**src/rtl/game_master_link.sv**
```systemverilog
// game_master_link: master-side link engine for the two-board game.
// RX: accepts 1-byte P2 button packets, supervises the link with a timeout.
// TX: on each frame tick snapshots game state and HP and sends a 3-byte
// state frame {state,1,seq} / p1_hp / p2_hp through the UART TX handshake.
module game_master_link #(
  parameter int LINK_TIMEOUT = 5000000,
  parameter int TO_W         = 23
) (
  input  logic       clk,
  input  logic       rst_n,
  input  logic       frame_tick,
  input  logic [2:0] game_state_in,
  input  logic [7:0] p1_hp_in,
  input  logic [7:0] p2_hp_in,
  input  logic [7:0] rx_data,
  input  logic       rx_valid,
  input  logic       tx_busy,
  output logic [7:0] tx_data,
  output logic       tx_start,
  output logic [3:0] p2_ctrl,
  output logic       link_up,
  output logic [7:0] rx_err_cnt,
  output logic [3:0] frame_seq
);

  localparam logic [TO_W-1:0] TO_MAX = TO_W'(LINK_TIMEOUT);

  typedef enum logic [1:0] {IDLE, LOAD, WAIT_HI, WAIT_LO} tx_state_t;

  // Error counter sticks at 255 rather than wrapping.
  function automatic logic [7:0] sat_inc8(input logic [7:0] v);
    return (v == 8'hFF) ? v : v + 8'd1;
  endfunction

  // ---------------- RX path ----------------
  logic [TO_W-1:0] to_cnt;
  logic            rx_accept;

  assign rx_accept = rx_valid && (rx_data[7:4] == 4'h0);

  // Packet accept / reject and link supervision; accept beats timeout.
  always_ff @(posedge clk or negedge rst_n) begin
    if (!rst_n) begin
      p2_ctrl    <= 4'h0;
      link_up    <= 1'b0;
      rx_err_cnt <= 8'h00;
      to_cnt     <= '0;
    end else if (rx_accept) begin
      p2_ctrl <= rx_data[3:0];
      link_up <= 1'b1;
      to_cnt  <= '0;
    end else if (rx_valid) begin
      rx_err_cnt <= sat_inc8(rx_err_cnt);
    end else if (to_cnt == TO_MAX) begin
      link_up <= 1'b0;
      p2_ctrl <= 4'h0;
    end else begin
      to_cnt <= to_cnt + TO_W'(1);
    end
  end

  // ---------------- TX path ----------------
  tx_state_t  state, state_nxt;
  logic [1:0] idx, idx_nxt;
  logic [3:0] seq, seq_nxt;
  logic       pending, pending_nxt;
  logic [2:0] snap_state, snap_state_nxt;
  logic [7:0] snap_p1, snap_p1_nxt;
  logic [7:0] snap_p2, snap_p2_nxt;
  logic [7:0] tx_data_nxt;
  logic       tx_start_nxt;
  logic [7:0] cur_byte;

  assign frame_seq = seq;

  // Select the frame byte for the current index from the snapshot.
  always_comb begin
    cur_byte = snap_p2;
    case (idx)
      2'd0:    cur_byte = {snap_state, 1'b1, seq};
      2'd1:    cur_byte = snap_p1;
      default: cur_byte = snap_p2;
    endcase
  end

  // Frame sequencing: next state, snapshot capture, one tx_start per byte.
  always_comb begin
    state_nxt      = state;
    idx_nxt        = idx;
    seq_nxt        = seq;
    pending_nxt    = pending;
    snap_state_nxt = snap_state;
    snap_p1_nxt    = snap_p1;
    snap_p2_nxt    = snap_p2;
    tx_data_nxt    = tx_data;
    tx_start_nxt   = 1'b0;
    case (state)
      IDLE: begin
        if (frame_tick || pending) begin
          snap_state_nxt = game_state_in;
          snap_p1_nxt    = p1_hp_in;
          snap_p2_nxt    = p2_hp_in;
          seq_nxt        = seq + 4'd1;
          pending_nxt    = 1'b0;
          idx_nxt        = 2'd0;
          state_nxt      = LOAD;
        end
      end
      LOAD: begin
        if (!tx_busy) begin
          tx_data_nxt  = cur_byte;
          tx_start_nxt = 1'b1;
          state_nxt    = WAIT_HI;
        end
      end
      WAIT_HI: begin
        if (tx_busy) state_nxt = WAIT_LO;
      end
      WAIT_LO: begin
        if (!tx_busy) begin
          if (idx == 2'd2) begin
            state_nxt = IDLE;
          end else begin
            idx_nxt   = idx + 2'd1;
            state_nxt = LOAD;
          end
        end
      end
      default: state_nxt = IDLE;
    endcase
    // Ticks that land mid-frame coalesce into a single deferred frame.
    if (state != IDLE && frame_tick) pending_nxt = 1'b1;
  end

  // TX state and output registers; reset aborts any frame in flight.
  always_ff @(posedge clk or negedge rst_n) begin
    if (!rst_n) begin
      state      <= IDLE;
      idx        <= 2'd0;
      seq        <= 4'h0;
      pending    <= 1'b0;
      snap_state <= 3'd0;
      snap_p1    <= 8'h00;
      snap_p2    <= 8'h00;
      tx_data    <= 8'h00;
      tx_start   <= 1'b0;
    end else begin
      state      <= state_nxt;
      idx        <= idx_nxt;
      seq        <= seq_nxt;
      pending    <= pending_nxt;
      snap_state <= snap_state_nxt;
      snap_p1    <= snap_p1_nxt;
      snap_p2    <= snap_p2_nxt;
      tx_data    <= tx_data_nxt;
      tx_start   <= tx_start_nxt;
    end
  end

endmodule

```
**config.mk**
```make
export PLATFORM = sky130hd
export DESIGN_NAME = game_master_link
export DESIGN_NICKNAME = d
export VERILOG_FILES = /design/src/rtl/game_master_link.sv
export SDC_FILE = /design/constraint.sdc
export NUM_CORES = 1
export LEC_CHECK = 0
export ABC_CLOCK_PERIOD_IN_PS = 5230
export BUFFER_PORTS_ARGS = -buffer_cell sky130_fd_sc_hd__buf_2
export CAP_MARGIN = 20
export CORE_MARGIN = 2
export CORE_UTILIZATION = 50
export CTS_CLUSTER_SIZE = 12
export DETAILED_ROUTE_END_ITERATION = 10
export PLACE_DENSITY = 0.81
export SYNTH_ARGS = -nofsm -noshare
export SYNTH_HDL_FRONTEND = slang
export SYNTH_SLANG_ARGS = --single-unit
```
**constraint.sdc**
```tcl
create_clock -name clk -period 5.23 [get_ports clk]
set_input_delay 0.7845 -clock clk [delete_from_list [all_inputs] [get_ports clk]]
set_output_delay 0.7845 -clock clk [all_outputs]
set_load 0.03 [all_outputs]
```
==> results.yml, run 1 <==
job:
  cap_violations: 0
synth:
  yosysSeqAreaShare_pct: 50.57
  yosysWarnings: 0
  async_reset_ff_share_pct: 100.0
  synth_edf_count: 0
  synth.area.top_cells: "dfrtp_1 (51%), mux2_2 (6.9%), ha_1 (3.8%)"
  synth.largest_area_cell: "dfrtp_1"
  synth_seq_cells: 73
  synth_cells: 338
  synth_top_area_share_pct: 50.57
  netlist_area_mm2: 0.003612
  synth-main-ff-cell: "dfrtp_1"
  syn-num-nets: 381
  postSynthAreaPerCell_um2: 10.69
  ys_top_cells_by_count: "dfrtp_1 (73), nand2_1 (33), mux2_2 (22)"
  yosys.cell_types.count: 52
  synth_most_common_cell: "dfrtp_1"
clock_network:
  ctsResizeCount: 0
  root_buffer: "clkbuf_8"
  clkLatencyLatePin_ns: 0.35
  cts_max_path_buffers: 2
  cts_sinks: 73
  cts-htree-levels: 3
  cts.clk_slew.worst_paths_ns: 0.08
  ctsHoldBuffers: 0
  cts-buffers-inserted: 9
  cts_tree: "built"
  post_cts_buffers: 0
layout:
  areaGrowthSynthToFinish_pct: 16.87
  regArea_mm2: 0.001827
  multi_input_area_mm2: 0.001654
  fillers: 574
  insertedDiodeCount: 0
  final_nets: 437
  drive_above_1_share_pct: 25.81
  finalNonFillerCells: 495
grt:
  top_usage_layer: "met2"
  antenna_found_initial: 0
  grt_max_degree: 74
  first_global_vias: 2718
  grt_pass1_wl_um: 12570
  met2_usage_pct: 33.79
  use_met1_pct: 26.50
  met3_usage_pct: 6.187
  track_usage_pct: 20.53
  grt_overflow: 0
floorplan:
  rows: 30
  pin_count: 58
  die_area_mm2: 0.007920
  start_util_pct: 52.30
  die_y_um: 89.00
  core_area_mm2: 0.006907
  die_x_um: 89.00
detailed_routing:
  wire_per_inst_um: 15.12
  viasPerCell: 5.651
  first_iter_violations: 144
  drc_errors: 0
  vias: 2797
  routed_wl_um: 7482
  drtAntennaViolNets: 0
  drt-pass1-iter-count: 5
placed_design:
  hpwl_um: 5079
  dp.cells: 478
  gp_congestion: 0.9021
  io_buffer_count: 57
critical_path:
  crit_path_start: "to_cnt[3]"
  cp-start-kind: "flop"
  worst-setup-path-type: "flop to flop"
  arrival_ns: 2.37
  cp.required_ns: 5.49
  endpoint_kind: "flop"
  r2r_slack_ns: 3.13
  r2r-start: "to_cnt[3]"
  cp_max_fo: 10
sta:
  fin_crit_ns: 2.104
  timing.slew.headroom_pct: 40.49
  finalCritPeriodShare_pct: 40.24
  worst-slew-pin-transition_ns: 0.8926
  slew_viol_final: 0
  setup_viol: 0
  finalHoldViolCount: 0
  setup-tns-final_ns: 0
  rsz0062_at_grt: "false"
  clock_skew_ns: 0.01150
  fmax_mhz: 475.2
worst_hold_path:
  hp-start: "tx_data[2]"
  hp-class: "flop to flop"
status:
  outcome: "complete, no violations"
power:
  vdd_drop_max_uv: 357.2
  power_density_mw_per_mm2: 555.4
  p_leak_nw: 1.956
## where the power goes
group          leakage [nW]  switching, W  total (W)  internal [W]
combinational         0.915      0.000488   0.000860      0.000372
sequential            0.917      0.000176   0.000939      0.000764
clock                 0.124      0.000223   0.000545      0.000322
total                  1.96      0.000887    0.00234       0.00146
## kinds of logic (layout without fill, tap and decap cells)
family                   Yosys count  in the layout  share of synthesized area [%]
multiplexers                      29             29                          8.833
flip-flops                        73             73                          50.57
buffers and inverters             31             92                          3.741
adder cells (fa/ha/maj)           11             11                          3.810
AO/OA/AOI/OAI                     63             63                          11.92
XOR/XNOR                          18             18                          4.364
AND/OR/NAND/NOR                  113            113                          16.77
## through the flow
| step | hold slack (ns) | total power, W | worst slack (ns) | util [%] | area (um^2) |
|---|---|---|---|---|---|
| floorplan | 0.4712 | 0.001560 | 3.155 | - | 3612 |
| global placement | 0.4595 | 0.001745 | 2.959 | 57.30 | 3958 |
| detailed placement | 0.4650 | 0.001793 | 2.881 | 57.30 | 3958 |
| CTS | 0.4838 | 0.002351 | 3.133 | 60.91 | 4207 |
| global route | 0.5217 | 0.002497 | 2.914 | 61.12 | 4222 |
| finish | 0.4803 | 0.002345 | 3.126 | 61.12 | 4222 |
## per-layer routing
metal,routed length [um],up-vias
met3,454,6
met1,3396,1360
met2,3576,101
met5,0,-
li1,-,1330
met4,55,0
## cells in the final DEF, fill, tap and decap left out, drive strengths merged, types with 3 or more instances in the layout
master,count
a21oi,11
a22o,10
and2,4
and3,4
buf,59
bufinv,3
clkbuf,9
dfrtp,73
ha,11
inv,19
mux2,23
mux2i,6
nand2,33
nand2b,8
nand3,17
nand4,5
nor2,14
nor3,3
nor4,5
o211ai,3
o21ai,16
o31ai,10
o41ai,3
or4,6
xnor2,10
xor2,8
## registers in the layout (all words and copies together) (netlist names)
name and flops:
frame_seq 4, idx 2, link_up 1, p2_ctrl 4, pending 1, rx_err_cnt 8, snap_p1 8, snap_p2 8
snap_state 3, state 2, to_cnt 23, tx_data 8, tx_start 1
## worst paths after layout
check | to | cells after the start
max | to_cnt[16] | 4
min | tx_data[2] | 2
max reg2reg | to_cnt[16] | 4
min reg2reg | tx_data[2] | 2
max in group asynchronous | to_cnt[11] | 2
min in group asynchronous | p2_ctrl[0] | 2
## area by class of cell
type	count	area share, %
flip-flops and latches	73	43.27
multi-input cells	234	39.18
repair buffers	59	7.291
clock inverters	7	2.964
clock buffers	9	2.934
well taps	96	2.845
inverters	17	1.512
## critical path, stage by stage (launching register included)
cell and delay (ns):
dfrtp_1 0.52, nand3_2 0.19, or4_4 0.64, or4_1 0.52
a21oi_1 0.15
Power figures use the tool's default switching activity.
==> inputs of run 2 (changes only) <==
Settings changed: ABC_CLOCK_PERIOD_IN_PS 5230 to 2000.
Clock period 5.23 ns to 2 ns, I/O delays scaled along.
==> run 2 against run 1 <==
- first-iteration DRC count rose by 16%
- clock power rose by 120%
- routed wire length rose by 1.6%
- hold slack got worse by 0.34 ns
- critical path type unchanged
- largest cell class unchanged
==> results.yml, run 2 (same netlist as run 1, synthesis figures left out) <==
layout:
  drive_above_1_share_pct: 28.09
  mostFrequentLayoutCells: "dfrtp_1 (73), buf_2 (57), nand2_1 (33)"
  finalNonFillerCells: 509
  areaGrowthSynthToFinish_pct: 18.64
  final_common_cell: "dfrtp_1"
  insertedDiodeCount: 0
  largest_register_ffs: 23
  top_register: "to_cnt"
  design_area_mm2: 0.004285
  final_nets: 451
power:
  p_int_w: 0.003597
  vdd_drop_max_uv: 950.5
  p_seq_share_pct: 41.0
  finalPower_w: 0.005930
  power_frac_clock_pct: 20.2
  switching_power_w: 0.002333
  pwr-share-comb_pct: 38.8
  swShare_pct: 39.34
  power_density_mw_per_mm2: 1384
  p_leak_nw: 1.998
floorplan:
  die_area_mm2: 0.007920
  core_area_mm2: 0.006907
  die_x_um: 89.00
  pin_count: 58
  rows: 30
  die_y_um: 89.00
  start_util_pct: 52.30
sta:
  slew_viol_final: 0
  fmax_mhz: 519.0
  setup_viol: 0
  clock_skew_ns: 0.01107
  rsz0062_at_grt: "false"
  fin_crit_ns: 1.927
  hold_ws_ns: 0.1388
  finalHoldViolCount: 0
  finalCritPeriodShare_pct: 96.35
  worst-slew-pin-transition_ns: 0.5508
  setup-tns-final_ns: 0
  timing.slew.headroom_pct: 63.28
grt:
  first_global_vias: 2729
  track_usage_pct: 20.75
  grt_overflow: 0
  antenna_found_initial: 0
  grt_pass1_wl_um: 12540
  grt_max_degree: 74
detailed_routing:
  drt-pass1-iter-count: 4
  routed_wl_um: 7605
  drtAntennaViolNets: 0
  drc_errors: 0
  vias: 2826
  first_iter_violations: 167
  viasPerCell: 5.552
  wire_per_inst_um: 14.94
critical_path:
  endpoint_kind: "flop"
  slowest_stage: "or4_4"
  arrival_ns: 2.21
  cp-start-kind: "flop"
  worst-setup-path-type: "flop to flop"
  slowest_delay_ns: 0.60
  cp.required_ns: 2.28
  cp_max_fo: 10
  worstPathCellList: "nand2_1 -> or4_4 -> or4_1 -> a21oi_1"
placed_design:
  placed_cell_area_mm2: 0.004075
  io_buffer_count: 57
  gp_congestion: 0.9784
  dp.cells: 492
  hpwl_um: 5394
status:
  outcome: "complete, no violations"
clock_network:
  cts-htree-levels: 3
  cts_max_path_buffers: 2
  clkLatencyLatePin_ns: 0.36
  cts_sinks: 73
  cts_tree: "built"
  cts.clk_slew.worst_paths_ns: 0.08
  ctsResizeCount: 0
  cts-buffers-inserted: 9
  root_buffer: "clkbuf_8"
job:
  cap_violations: 0
worst_hold_path:
  hp-class: "input port to flop"
## run 2: changes by cell type in the layout (fill, tap and decap cells not counted), sizes merged
cell | before | now
bufinv | 3 | 1
clkinvlp | 0 | 2
buf | 59 | 72
clkinv | 2 | 1
inv | 19 | 20
dlygate4sd3 | 0 | 1
## run 2: layer usage
metal  vias up  track usage, %  share of wire [%]
li1       1361               -                  -
met1      1347           26.17                 44
met2       105           33.79                 47
met3        13           7.756                6.7
met4         0           5.834                1.5
met5         -               0                  0
## run 2: area by class of cell
class / count / area [um^2]
multi-input cells: 234 / 1654
inverters: 17 / 63.81
well taps: 96 / 120.1
repair buffers: 73 / 420.4
clock inverters: 7 / 76.32
flip-flops and latches: 73 / 1827
clock buffers: 9 / 123.9
fillers: 592 / 2621
## run 2: per-stage QoR
stage,utilization [%],setup WS (ns)
floorplan,-,0.08315
global placement,59.00,0.1615
detailed placement,59.00,0.1039
CTS,62.05,0.07059
global route,62.05,0.002591
finish,62.05,0.07309
## run 2: worst paths after layout
kind	startpoint	to	slack, ns	depth (start not counted)
worst max-delay path	to_cnt[6]	to_cnt[16]	0.07	4
worst min-delay path	rx_data[2]	p2_ctrl[2]	0.14	3
worst max register to register	to_cnt[6]	to_cnt[16]	0.07	4
worst min register to register	tx_data[3]	tx_data[3]	0.48	2
max in group asynchronous	rst_n	to_cnt[17]	1.20	3
min in group asynchronous	rst_n	rx_err_cnt[7]	0.50	3
## run 2: power by group through the flow
stage / registers, W / logic, W / clock network, W
after floorplan: 0.00274 / 0.00134 / 0
after global placement: 0.00242 / 0.00221 / 0
after detailed placement: 0.00244 / 0.00231 / 0
after CTS: 0.00242 / 0.00233 / 0.00121
after global routing: 0.00251 / 0.00252 / 0.00128
final: 0.00243 / 0.00230 / 0.00120
## run 2: worst max-delay path, delay by kind of cell (launching register included)
kind	cells	cell delay, ns
AOI/OAI and AO/OA	1	0.15
and+or+nand+nor	3	1.26
DFF	1	0.44
## run 2: repair_timing
action	4_1_cts	5_1_grt
hold buffers	1	0
buffers inserted	0	0
hold endpoints to repair	73	0
